<file path="src/rtl/imem_pkg.sv">
// Shared types and default sizing for the instruction-memory port arbiter.
package imem_pkg;

  localparam int ADDR_W_DEF     = 13;
  localparam int DATA_W_DEF     = 32;
  localparam int STARVE_MAX_DEF = 4;

  // Ownership phase of the memory port: loader-only boot, or fetch-priority run.
  typedef enum logic {
    BOOT = 1'b0,
    RUN  = 1'b1
  } state_t;

  // Bits needed to hold a starvation count of 0..max.
  function automatic int starve_w(input int max);
    return (max < 1) ? 1 : $clog2(max + 1);
  endfunction

endpackage

</file>
<file path="src/rtl/imem_starve_ctr.sv">
// Counts consecutive cycles a pending loader write has been denied.
module imem_starve_ctr
  import imem_pkg::*;
#(
  parameter int STARVE_MAX = STARVE_MAX_DEF,
  localparam int CW        = starve_w(STARVE_MAX)
) (
  input  logic clk,
  input  logic reset,
  input  logic clr,
  input  logic inc,
  output logic at_max
);

  logic [CW-1:0] cnt_reg;

  // Clear dominates increment so a boot entry or a grant always restarts the count.
  always_ff @(posedge clk) begin
    if (reset || clr) begin
      cnt_reg <= '0;
    end else if (inc) begin
      cnt_reg <= cnt_reg + CW'(1);
    end
  end

  // The loader is forced through once it has waited the full budget.
  assign at_max = (cnt_reg == CW'(STARVE_MAX));

endmodule

</file>
<file path="src/rtl/imem_port_arbiter.sv">
// Single-port instruction-memory arbiter: loader owns the port during boot,
// fetch has priority during run with a bounded wait for late loader writes.
module imem_port_arbiter
  import imem_pkg::*;
#(
  parameter int ADDR_W     = ADDR_W_DEF,
  parameter int DATA_W     = DATA_W_DEF,
  parameter int STARVE_MAX = STARVE_MAX_DEF
) (
  input  logic              clk,
  input  logic              reset,
  input  logic              fetch_req,
  input  logic [ADDR_W-1:0] fetch_addr,
  output logic              fetch_gnt,
  output logic              fetch_valid,
  output logic [DATA_W-1:0] fetch_inst,
  input  logic              load_req,
  input  logic [ADDR_W-1:0] load_addr,
  input  logic [DATA_W-1:0] load_data,
  output logic              load_gnt,
  input  logic              load_done,
  input  logic              boot_req,
  output logic              running,
  output logic [ADDR_W:0]   load_count,
  output logic [ADDR_W-1:0] mem_addr,
  output logic              mem_we,
  output logic [DATA_W-1:0] mem_wdata,
  input  logic [DATA_W-1:0] mem_rdata
);

  localparam logic [ADDR_W:0] COUNT_MAX = {1'b1, {ADDR_W{1'b0}}};

  state_t          state_reg;
  state_t          state_next;
  logic            running_reg;
  logic            fetch_valid_reg;
  logic [ADDR_W:0] load_count_reg;
  logic            starve_inc;
  logic            starve_clr;
  logic            starve_at_max;
  logic            count_clr;

  imem_starve_ctr #(
    .STARVE_MAX(STARVE_MAX)
  ) u_starve_ctr (
    .clk    (clk),
    .reset  (reset),
    .clr    (starve_clr),
    .inc    (starve_inc),
    .at_max (starve_at_max)
  );

  // Phase register.
  always_ff @(posedge clk) begin
    if (reset) begin
      state_reg <= BOOT;
    end else begin
      state_reg <= state_next;
    end
  end

  // Grant decision and phase transitions; reset suppresses every grant.
  always_comb begin
    state_next = state_reg;
    fetch_gnt  = 1'b0;
    load_gnt   = 1'b0;
    starve_inc = 1'b0;
    starve_clr = 1'b0;
    count_clr  = 1'b0;
    if (!reset) begin
      unique case (state_reg)
        BOOT: begin
          load_gnt   = load_req;
          starve_clr = 1'b1;
          if (load_done) begin
            state_next = RUN;
          end
        end
        RUN: begin
          if (load_req && starve_at_max) begin
            load_gnt = 1'b1;
          end else begin
            fetch_gnt = fetch_req;
            load_gnt  = load_req & ~fetch_req;
          end
          starve_inc = load_req & ~load_gnt;
          starve_clr = ~load_req | load_gnt;
          // Grants this cycle still follow run rules; bookkeeping restarts in boot.
          if (boot_req) begin
            state_next = BOOT;
            starve_clr = 1'b1;
            count_clr  = 1'b1;
          end
        end
        default: state_next = BOOT;
      endcase
    end
  end

  // Registered status: run flag and read-data valid one cycle after a fetch grant.
  always_ff @(posedge clk) begin
    if (reset) begin
      running_reg     <= 1'b0;
      fetch_valid_reg <= 1'b0;
    end else begin
      running_reg     <= (state_next == RUN);
      fetch_valid_reg <= fetch_gnt;
    end
  end

  // Granted-write counter, saturating at the full address-space size.
  always_ff @(posedge clk) begin
    if (reset || count_clr) begin
      load_count_reg <= '0;
    end else if (load_gnt && (load_count_reg != COUNT_MAX)) begin
      load_count_reg <= load_count_reg + 1'b1;
    end
  end

  // Memory port mux; idle cycles drive zeros so the array sees no stray address.
  always_comb begin
    mem_addr  = '0;
    mem_we    = 1'b0;
    mem_wdata = '0;
    if (load_gnt) begin
      mem_addr  = load_addr;
      mem_we    = 1'b1;
      mem_wdata = load_data;
    end else if (fetch_gnt) begin
      mem_addr  = fetch_addr;
    end
  end

  assign running     = running_reg;
  assign fetch_valid = fetch_valid_reg;
  assign fetch_inst  = fetch_valid_reg ? mem_rdata : '0;
  assign load_count  = load_count_reg;

endmodule

</file>
<file path="config.mk">
export PLATFORM = sky130hd
export DESIGN_NAME = imem_port_arbiter
export DESIGN_NICKNAME = d
export VERILOG_FILES = /design/src/rtl/imem_pkg.sv /design/src/rtl/imem_starve_ctr.sv /design/src/rtl/imem_port_arbiter.sv
export SDC_FILE = /design/constraint.sdc
export NUM_CORES = 1
export LEC_CHECK = 0
export BUFFER_PORTS_ARGS = -buffer_cell sky130_fd_sc_hd__buf_2
export CAP_MARGIN = 20
export CORE_UTILIZATION = 29
export CTS_CLUSTER_SIZE = 40
export DETAILED_ROUTE_END_ITERATION = 6
export PLACE_DENSITY = 0.87
export SETUP_SLACK_MARGIN = 0.05
export SYNTH_ARGS = -nofsm -noshare
export SYNTH_HDL_FRONTEND = slang
export SYNTH_SLANG_ARGS = --single-unit
</file>
<file path="constraint.sdc">
create_clock -name clk -period 1.85 [get_ports clk]
set_clock_uncertainty 0.15 [all_clocks]
set_input_delay 0.37 -clock clk [delete_from_list [all_inputs] [get_ports clk]]
set_output_delay 0.37 -clock clk [all_outputs]
set_load 0.05 [all_outputs]
</file>
==> Word-level counts from Yosys, hierarchy flattened <==
Index checks and enable logic that the tools add are counted.
{ "word_totals": {"ff_bits": 19, "in_bits": 96, "output_inout_bits": 96} }
{ "op_classes": {"addsub": 2, "eq_ne": 2, "n_mux": 24, "bitwise_logic": 7, "reduce_logical": 4} }
{ "op_table": {"columns": ["op", "n"], "rows": [
  ["$mux W32", 2],
  ["$mux W13", 2],
  ["$mux W1", 17],
  ["$add A14 B1 Y14 const B", 1],
  ["$ne A14 B14 Y1 const B", 1],
  ["$pmux W1 S2", 3],
  ["$not A1 Y1", 4],
  ["$add A3 B1 Y3 const B", 1],
  ["$eq A3 B3 Y1 const B", 1],
  ["$and A1 B1 Y1", 2],
  ["$logic_and A1 B1 Y1", 2],
  ["$logic_or A1 B1 Y1", 2],
  ["$or A1 B1 Y1", 1]
]} }

==> Depth between registers and ports, before layout <==
{ "logic_depth": {"word_depth": 10, "depth_mapped": 7, "mapped_depth_nobuf": 6} }

==> Hierarchy <==
Synthesis repeated with hierarchy kept, for this count alone.
{ "unflattened": {"hier_cells": 202, "hier_area_um2": 1542.7} }
{ "by_module_without_submodules": {"columns": ["module", "instances", "cells_each", "area_each_um2", "seq_area_each_um2"], "rows": [
  ["imem_port_arbiter", 1, 187, 1385.1, 320.3],
  ["imem_starve_ctr", 1, 15, 157.7, 60.1]
]} }

==> Worst setup path after synthesis <==
OpenSTA, ideal clock, no wires.
{ "synth_timing": {"kind": "register -> output", "startpoint": "reg running (netlist name)", "endpoint": "out mem_addr[10]", "t_arrival_ns": 2.170, "required_time_ns": 1.330, "slack_ns": -0.840, "path_stages_with_launch": 5, "n_path_buf": 1, "path_cell_list": "dfxtp_1 -> nand2_1 -> a211oi_2 -> buf_2 -> a22o_1"} }
{ "synth_rtl": {"columns": ["item", "line", "rtl"], "rows": [
  ["end, declared", "imem_port_arbiter.sv:25", "output logic [ADDR_W-1:0] mem_addr,"]
]} }

==> Final worst setup path <==
{ "layout_timing": {"startpoint": "reg u_starve_ctr.cnt_reg[1]", "endpoint": "out mem_addr[12]"} }
{ "layout_via": {"elab_chain_len": 8, "elab_cells_between_ends": 12} }
{ "layout_rtl": {"columns": ["item", "line", "rtl"], "rows": [
  ["start, declared", "imem_starve_ctr.sv:15", "logic [CW-1:0] cnt_reg;"],
  ["start signal, assigned", "imem_starve_ctr.sv:22", "cnt_reg <= cnt_reg + CW'(1);"],
  ["$eq A3 B3 Y1 *", "imem_starve_ctr.sv:27", "assign at_max = (cnt_reg == CW'(STARVE_MAX));"],
  ["$logic_and A1 B1 Y1 *", "imem_port_arbiter.sv:80", "if (load_req && starve_at_max) begin"],
  ["$mux W1", "imem_port_arbiter.sv:80", null],
  ["$mux W1", "imem_port_arbiter.sv:71", "unique case (state_reg)"],
  ["$mux W1", "imem_port_arbiter.sv:70", "if (!reset) begin"],
  ["$pmux W1 S2", "imem_port_arbiter.sv:71", null],
  ["$mux W1", "imem_port_arbiter.sv:70", null],
  ["$mux W13 *", "imem_port_arbiter.sv:125", "if (load_gnt) begin"]
]} }
Every way passes the cells marked *; elsewhere a longest branch is shown, timed or not. The select of a mux whose other input is x is not followed.

==> flow_summary.ini <==
[sta]
hold_viol = 0
max_slew_margin_pct = 73.5
fin_ws_ns = -0.355
rsz0062_at_grt = true
period_share_pct = 119
finalMaxSlewViolations = 0
setup_viol = 48
fmax_mhz = 454
final.hold.worst_slack_ns = 0.159
finalCriticalPeriod_ns = 2.20
worstMarginPinSlew_ns = 0.398

[synthesis]
synth_cells = 200
yosysTopAreaCellShare_pct = 26.8
ys_ff_latch = 19
ys_async_sr_fraction_pct = 0
ys_seq_area_share_pct = 24.7
syn_nets = 300
synthFlopType = dfxtp_1
synth.distinct_cells = 41
synthTopCellsByArea = and2_1 27%, dfxtp_1 25%, a22o_1 7.4%
yosysWarnings = 0
avgSynthCellArea_um2 = 7.70
synth_edf_count = 0
syn_area_um2 = 1540
yosys.area.top_type = and2_1

[global_route]
grt_overflow = 0
grt.total_usage_pct = 27.7
grt_max_degree = 34
grt_pass1_vias = 2197
antenna_found_initial = 0
grt_pass1_wl_um = 11400

[layout]
final_common_cell = buf_2
largest_reg_flops = 14
mostFrequentLayoutCells = 142 x buf_2, 44 x buf_8, 33 x and2_4, 30 x and2_2, 21 x buf_4
num-nets-final = 515
antenna_cells = 0
drive_gt1_share_pct = 78.7
synthToLayoutAreaGrowth_pct = 144
post-route-cell-area_um2 = 3760

[pwr]
p_per_area_nw_per_um2 = 403
total_power_uw = 1510
ir_drop_v = 0.000505
cellLeakagePower_uw = 0.00192

[detailed_routing]
routed_wl_um = 9050
ant_nets = 0
post_drt_wl_per_cell_um = 18.7
drt-initial-drc-count = 150
drc = 0
drt-vias-per-instance = 4.98
dr_total_vias = 2412
dr.pass1.iters = 4

[clock_tree]
cts_max_level = 1
clock-sinks = 19
cts.clk_slew.worst_paths_ns = 0.07
cts_root_buf = clkbuf_8
insertion_delay_ns = 0.26
cts_max_path_buffers = 2
cts_tree = yes
numCtsBuffers = 3

[floorplanning]
die_area_um2 = 5610
boundaryPins = 192
fp-row-count = 26
fp.dieH_um = 74.9
start_util_pct = 30.2
core-area_um2 = 5110
die_x_um = 74.9

[setup_path]
cp_data_required_time_ns = 1.33
crit_fanout = 14
ff2ff_setup_slack_ns = 0.04
critPathLaunchType = register
end_kind = primary output
worstSetupPathType = register to primary output
arrival_ns = 1.68

[place]
io_buffers = 191
place_congestion = 0.807
dp_hpwl_um = 5740
placed_area_um2 = 2960

[hold_path]
hold_path.class = input pin to register

[status]
violations = negative setup slack
status = complete, but fails checks

[run]
drv_cap = 0
[power breakdown]
| group | internal [uW] | switching, uW | leakage [uW] | total, uW |
|---|---|---|---|---|
| registers | 406 | 4.75 | 0.000161 | 411 |
| logic | 368 | 438 | 0.00174 | 806 |
| clock network | 150 | 147 | 0.0000255 | 298 |
| total | 924 | 590 | 0.00192 | 1510 |
[path summary, 6_finish.rpt]
path / cells after the start / endpoint / startpoint
min: 3 / running / load_done
max: 7 / mem_addr[12] / u_starve_ctr.cnt_reg[1]
max reg2reg: 10 / load_count[2] / u_starve_ctr.cnt_reg[1]
min reg2reg: 2 / load_count[13] / load_count[13]
[critical path, stage by stage, from the launching register on]
cell	delay, ns
dfxtp_2	0.34
inv_2	0.04
ha_4	0.15
and2_4	0.14
a211oi_4	0.24
buf_12	0.19
a22o_2	0.17
buf_8	0.15
[synth_stat cells (3+ instances only)]
cell type and count:
and2_1 66, dfxtp_1 19, a22o_1 13, nand2_1 11, nor2_1 11, a21oi_1 8, clkbuf_1 8, inv_1 6
or4_1 6, o31ai_1 5, ha_1 4, nand3_1 4, xnor2_1 3, xor2_1 3
[repair_timing]
| action | 4_1_cts | 5_1_grt |
|---|---|---|
| pin swaps | 1 | 1 |
| resized for setup | 144 | 16 |
| setup buffers | 4 | 2 |
| cloned | 4 | 3 |
| endpoints found under the setup margin | 49 | 88 |
| hold buffers | 0 | 0 |
[per-layer routing]
metal	up-vias	share of wire (%)	track usage, %
met5	-	0	0
met4	0	5.2	16.1
met3	37	8.2	4.28
met2	133	53	52.2
met1	1119	34	29.0
li1	1123	-	-
[final cells by class]
cell class	count	area, um^2
clock inverters	1	5.00
clock buffers	3	41.3
fillers	358	1350
multi-input cells	162	1340
inverters	6	22.5
repair buffers	223	1850
well taps	70	87.6
flip-flops and latches	19	412
[cells by family (layout without fill, tap and decap cells)]
| kind of cell | count (synthesis) | in the layout | synth area share [%] |
|---|---|---|---|
| buffers and inverters | 19 | 233 | 5.61 |
| adder cells (fa/ha/maj) | 4 | 4 | 3.25 |
| XOR/XNOR | 6 | 6 | 3.41 |
| multiplexers | 2 | 2 | 1.30 |
| flip-flops | 19 | 19 | 24.7 |
| AND/OR/NAND/NOR | 112 | 112 | 42.8 |
| AO/OA/AOI/OAI | 38 | 38 | 18.9 |
[metrics by stage]
step,TNS (ns),instances,util [%],worst slack [ns]
4_1_cts,-14.39,479,70.9,-0.360
2_1_floorplan,-1.98,200,-,-0.185
3_3_place_gp,-7.99,467,57.9,-0.193
5_1_grt,-18.46,484,73.7,-0.412
3_5_place_dp,-9.51,467,57.9,-0.227
6_report,-15.87,484,73.7,-0.355
(Power assumes the default switching activity.)
